### src/rtl/sq_submit_scheduler.sv
// Round-robin sharing of one NVMe submission queue among NUM_REQ command sources.
// Issues one slot write at a time, tracks head/tail and coalesces tail doorbells.
module sq_submit_scheduler #(
  parameter int NUM_REQ  = 4,
  parameter int ADDR_W   = 64,
  parameter int QPTR_W   = 16,
  parameter int DB_BATCH = 4,
  localparam int SRC_W   = $clog2(NUM_REQ),
  localparam int PEND_W  = $clog2(DB_BATCH + 1)
) (
  input  logic                ACLK,
  input  logic                ARESET,
  input  logic                cfg_enable,
  input  logic [ADDR_W-1:0]   cfg_sq_base,
  input  logic [QPTR_W-1:0]   cfg_sq_size,
  input  logic [NUM_REQ-1:0]  req,
  output logic [NUM_REQ-1:0]  gnt,
  output logic                wr_valid,
  input  logic                wr_ready,
  output logic [ADDR_W-1:0]   wr_addr,
  output logic [SRC_W-1:0]    wr_src,
  input  logic                wr_done,
  input  logic                wr_err,
  output logic                db_valid,
  input  logic                db_ready,
  output logic [QPTR_W-1:0]   db_tail,
  input  logic                head_valid,
  input  logic [QPTR_W-1:0]   head_ptr,
  output logic                sq_full,
  output logic                sq_empty,
  output logic                err
);

  typedef enum logic [1:0] {IDLE, ISSUE, WAIT, DOORBELL} state_t;

  typedef struct packed {
    logic [ADDR_W-1:0] addr;
    logic [SRC_W-1:0]  src;
  } wr_req_t;

  typedef struct packed {
    logic             found;
    logic [SRC_W-1:0] idx;
  } pick_t;

  state_t              state;
  wr_req_t             wr_q;
  logic [QPTR_W-1:0]   tail, head;
  logic [PEND_W-1:0]   pending;
  logic [SRC_W-1:0]    rr;

  function automatic logic [QPTR_W-1:0] ptr_inc(input logic [QPTR_W-1:0] p,
                                                 input logic [QPTR_W-1:0] size);
    logic [QPTR_W-1:0] n;
    n = p + QPTR_W'(1);
    return (n == size) ? '0 : n;
  endfunction

  function automatic logic [ADDR_W-1:0] slot_addr(input logic [QPTR_W-1:0] p);
    return cfg_sq_base + (ADDR_W'(p) << 6);
  endfunction

  // First set bit at or after start, wrapping.
  function automatic pick_t rr_pick(input logic [NUM_REQ-1:0] r, input logic [SRC_W-1:0] start);
    pick_t res;
    int    j;
    res = '0;
    for (int i = 0; i < NUM_REQ; i++) begin
      j = int'(start) + i;
      if (j >= NUM_REQ) j = j - NUM_REQ;
      if (!res.found && r[j]) begin
        res.found = 1'b1;
        res.idx   = SRC_W'(j);
      end
    end
    return res;
  endfunction

  logic [QPTR_W-1:0] tail_inc, tail_after, head_nxt;
  logic [PEND_W-1:0] pend_after;
  logic [SRC_W-1:0]  rr_after;
  logic              head_ok, done_ok, full_after, elig_w;
  pick_t             pick_idle, pick_wait;

  always_comb begin
    tail_inc   = ptr_inc(tail, cfg_sq_size);
    sq_full    = (tail_inc == head);
    sq_empty   = (tail == head);
    head_ok    = head_valid && (head_ptr < cfg_sq_size);
    head_nxt   = head_ok ? head_ptr : head;
    done_ok    = wr_done && !wr_err;
    tail_after = done_ok ? tail_inc : tail;
    pend_after = done_ok ? pending + PEND_W'(1) : pending;
    rr_after   = (wr_q.src == SRC_W'(NUM_REQ - 1)) ? '0 : wr_q.src + SRC_W'(1);
    full_after = (ptr_inc(tail_after, cfg_sq_size) == head_nxt);
    pick_idle  = rr_pick(req, rr);
    // The finishing source still holds req until its gnt falls, so mask it out.
    pick_wait  = rr_pick(req & ~gnt, rr_after);
    elig_w     = cfg_enable && pick_wait.found && !full_after;
  end

  always_ff @(posedge ACLK) begin
    if (ARESET) begin
      state    <= IDLE;
      gnt      <= '0;
      wr_valid <= 1'b0;
      wr_q     <= '0;
      db_valid <= 1'b0;
      db_tail  <= '0;
      tail     <= '0;
      head     <= '0;
      pending  <= '0;
      rr       <= '0;
      err      <= 1'b0;
    end else begin
      if (wr_done && state != WAIT) err <= 1'b1;
      if (head_valid) begin
        if (head_ok) head <= head_ptr;
        else         err  <= 1'b1;
      end
      case (state)
        IDLE: begin
          if (!cfg_enable) begin
            head <= '0;
            tail <= '0;
            rr   <= '0;
          end else if (pick_idle.found && !sq_full) begin
            gnt       <= NUM_REQ'(1) << pick_idle.idx;
            wr_valid  <= 1'b1;
            wr_q.addr <= slot_addr(tail);
            wr_q.src  <= pick_idle.idx;
            state     <= ISSUE;
          end
        end
        ISSUE: begin
          if (wr_ready) begin
            wr_valid <= 1'b0;
            state    <= WAIT;
          end
        end
        WAIT: begin
          if (wr_done) begin
            gnt <= '0;
            rr  <= rr_after;
            if (wr_err) err <= 1'b1;
            else begin
              tail    <= tail_inc;
              pending <= pend_after;
            end
            if (pend_after != '0 && (pend_after == PEND_W'(DB_BATCH) || !elig_w)) begin
              db_valid <= 1'b1;
              db_tail  <= tail_after;
              state    <= DOORBELL;
            end else if (elig_w) begin
              gnt       <= NUM_REQ'(1) << pick_wait.idx;
              wr_valid  <= 1'b1;
              wr_q.addr <= slot_addr(tail_after);
              wr_q.src  <= pick_wait.idx;
              state     <= ISSUE;
            end else begin
              state <= IDLE;
            end
          end
        end
        DOORBELL: begin
          if (db_ready) begin
            db_valid <= 1'b0;
            pending  <= '0;
            state    <= IDLE;
          end
        end
        default: state <= IDLE;
      endcase
    end
  end

  assign wr_addr = wr_q.addr;
  assign wr_src  = wr_q.src;

endmodule

### config.mk
export PLATFORM = sky130hd
export DESIGN_NAME = sq_submit_scheduler
export DESIGN_NICKNAME = d
export VERILOG_FILES = /design/src/rtl/sq_submit_scheduler.sv
export SDC_FILE = /design/constraint.sdc
export NUM_CORES = 1
export LEC_CHECK = 0
export ABC_AREA = 1
export BUFFER_PORTS_ARGS = -buffer_cell sky130_fd_sc_hd__buf_4
export CORE_ASPECT_RATIO = 0.7
export CORE_MARGIN = 4
export CORE_UTILIZATION = 30
export DETAILED_ROUTE_END_ITERATION = 10
export PLACE_DENSITY = 0.54
export SETUP_SLACK_MARGIN = 0.2
export SLEW_MARGIN = 20
export SYNTH_ARGS = -nofsm -noshare
export SYNTH_HDL_FRONTEND = slang
export SYNTH_SLANG_ARGS = --single-unit
### constraint.sdc
create_clock -name ACLK -period 8.46 [get_ports ACLK]
set_input_delay 1.692 -clock ACLK [delete_from_list [all_inputs] [get_ports ACLK]]
set_output_delay 1.692 -clock ACLK [all_outputs]
set_load 0.05 [all_outputs]
==> impl_metrics.json <==
{
  "status": "finished, final reports clean",
  "vias_per_cell": 4.827,
  "yosysSeqAreaShare_pct": 24.81,
  "routed_wl_um": 39480,
  "crit_required_ns": 8.80,
  "holdBufCountCts": 0,
  "ios": 199,
  "hold_path.class": "register to register",
  "firstDrtPassIters": 7,
  "synth_enable_flop_cells": 0,
  "synth_commonest_cells": "nand2_1, nor2_1, inv_1, nand3_1, dfxtp_1",
  "synth_area_leaders": "dfxtp_1, nand2_1, nor2_1",
  "globalplace.congestion": 0.9485,
  "htree_num_levels": 4,
  "finalSetupTns_ns": 0,
  "cpMaxStageDelayCell": "dfxtp_1",
  "synth_top_area_share_pct": 24.81,
  "whs_ns": 0.4654,
  "clkSlewWorstSetupHoldPaths_ns": 0.06,
  "skew_ns": 0.01848,
  "synth_area_per_cell_sq_um": 5.992,
  "cts_buffer_depth": 2,
  "post_route_cells_drive_above_1_share_pct": 15.10,
  "area_growth_pct": 23.55,
  "reg2reg_slack_ns": 1.42,
  "synth_area_sq_um": 10330,
  "final-setup-viol-count": 0,
  "startpoint_type": "register",
  "end_kind": "register",
  "post-route-util_pct": 37.87,
  "cts_sinks": 128,
  "crit_fanout": 17,
  "r2r-end": "wr_addr[62]$_SDFFE_PP0P_",
  "tritoncts": "done",
  "cts_buffers": 17,
  "grt_pass1_vias": 10710,
  "arrival_ns": 7.38,
  "portBuffers": 198,
  "hold_path_end": "wr_addr[26]$_SDFFE_PP0P_",
  "ir_drop_mv": 0.1975,
  "dieArea_sq_um": 37510,
  "synthFlopType": "dfxtp_1",
  "antenna_found_initial": 2,
  "cts_root_buf": "clkbuf_16",
  "r2r-start": "tail[0]$_SDFFE_PP0P_",
  "yosys_register_bits": 128,
  "fin_ws_ns": 1.418,
  "syn_inst": 1724,
  "rsz0062_at_grt": "false",
  "worst_r2r_path_depth": 36,
  "cap_violations": 0,
  "drv_slew": 0,
  "syn_nets": 1868,
  "cts_resized": 0,
  "synth_cell_type_count": 46,
  "fp.coreArea_sq_um": 33700,
  "routedWlPerCell_um": 16.68,
  "grt_pass1_wl_um": 60740,
  "synth_warnings": 0,
  "die_y_um": 163.3,
  "grt_max_degree": 92,
  "clk_latency_ns": 0.45,
  "cts_setup_buffers": 0,
  "slew_headroom_pct": 32.33,
  "num-nets-final": 2032,
  "critPathMaxStageDelay_ns": 0.53,
  "ant_nets": 0,
  "period_needed_ns": 7.042,
  "rows": 56,
  "pre_cts_slack_ns": 0.9950,
  "overflow": 0,
  "max_freq_ghz": 0.1420,
  "yosysMostFrequentCell": "nand2_1",
  "initial_core_util_pct": 30.65,
  "power_leakage_nw": 6.275,
  "die_w_um": 229.8,
  "fin_crit_sh_pct": 83.24,
  "criticalPathCategory": "register to register",
  "remaining_drc_errors": 0,
  "worstMarginPinSlew_ns": 1.015,
  "first_iter_violations": 891,
  "async_reset_ff_share_pct": 0,
  "power_density_nw_per_um2": 283.0,
  "hpwl_um": 31320,
  "min-delay-start": "wr_addr[26]$_SDFFE_PP0P_",
  "grtUsageTotal_pct": 20.77,
  "yosysTopAreaCell": "dfxtp_1",
  "hold_viol_final": 0,
  "vias": 11430,
  "hold_depth": 2
}
[power breakdown]
group / switching (mW) / internal, mW / leakage (nW)
clock: 0.325 / 0.446 / 0.288
combinational: 1.38 / 0.579 / 4.93
sequential: 0.110 / 0.767 / 1.05
total: 1.82 / 1.79 / 6.28
[worst max-delay path: cells and delay by family (launching register included)]
kind | cells | cell delay (ns)
xor gates and xnor gates | 1 | 0.13
buffers and inverters | 4 | 0.52
and+or+nand+nor | 22 | 3.86
DFF | 1 | 0.53
AOI/OAI and AO/OA | 7 | 1.25
adders and majority gates | 2 | 0.63
[cell type report]
type                    instances  area, sq um
clock inverters                14        155.1
clock buffers                  18        439.2
multi-input cells            1335         6708
flip-flops and latches        128         2562
well taps                     464        580.6
fillers                      3763        20940
inverters                     196        735.7
diodes                          2        5.005
repair buffers                210         1577
[flip-flops by register name, indices dropped and copies added, names as in the netlist]
| signal | count |
|---|---|
| pending | 3 |
| db_tail | 16 |
| err | 1 |
| state | 2 |
| gnt | 4 |
| rr | 2 |
| tail | 16 |
| db_valid | 1 |
| wr_valid | 1 |
| wr_addr | 64 |
| wr_src | 2 |
| head | 16 |
[routing by layer]
layer / GRT usage [%] / part of all wire (%)
met1: 31.24 / 50
met3: 4.847 / 8.1
met4: 4.753 / 1.2
met5: 0 / 0.018
met2: 29.81 / 41
[stage by stage]
stage / instances / area (sq um) / power (mW)
after floorplan: 1724 / 10330 / 2.293
after global placement: 2333 / 12160 / 2.852
after detailed placement: 2333 / 12160 / 2.858
after CTS: 2365 / 12760 / 3.647
after global routing: 2366 / 12760 / 3.894
final: 2367 / 12760 / 3.612
[cells in the final DEF, fill, tap and decap left out, drive strengths merged, types with 5 or more instances in the layout]
cell and count:
ha 35, nand3b 38, clkbuf 18, a31oi 7
dfxtp 128, nor4 6, xnor2 40, nand2 500
xor2 46, o21bai 5, buf 210, clkinv 9
inv 197, nand4 25, o21ai 75, nand3 156
nor3 18, a21oi 61, nor2 297
[kinds of logic after synthesis]
family / Yosys count / synth area share (%)
AOI/OAI and AO/OA: 165 / 8.697
xor gates and xnor gates: 89 / 7.958
buffers and inverters: 261 / 10.36
DFF: 128 / 24.81
adders and majority gates: 36 / 4.433
and+or+nand+nor: 1044 / 43.65
muxes: 1 / 0.09690
[worst max-delay path by stage]
| stage | startpoint | end | slack [ns] | cells after the start |
|---|---|---|---|---|
| global route | tail[0]$_SDFFE_PP0P_ | wr_addr[62]$_SDFFE_PP0P_ | 0.40 | 36 |
| CTS | cfg_sq_size[14] | wr_addr[62]$_SDFFE_PP0P_ | 1.44 | 33 |
| floorplan | wr_done | wr_addr[62]$_SDFFE_PP0P_ | 2.04 | 28 |
| detailed placement | cfg_sq_size[14] | wr_addr[62]$_SDFFE_PP0P_ | 1.0 | 33 |
| global placement | cfg_sq_size[14] | wr_addr[63]$_SDFFE_PP0P_ | 1.08 | 40 |
| finish | tail[0]$_SDFFE_PP0P_ | wr_addr[62]$_SDFFE_PP0P_ | 1.42 | 36 |
No activity file was read; power rests on OpenSTA's default activity.
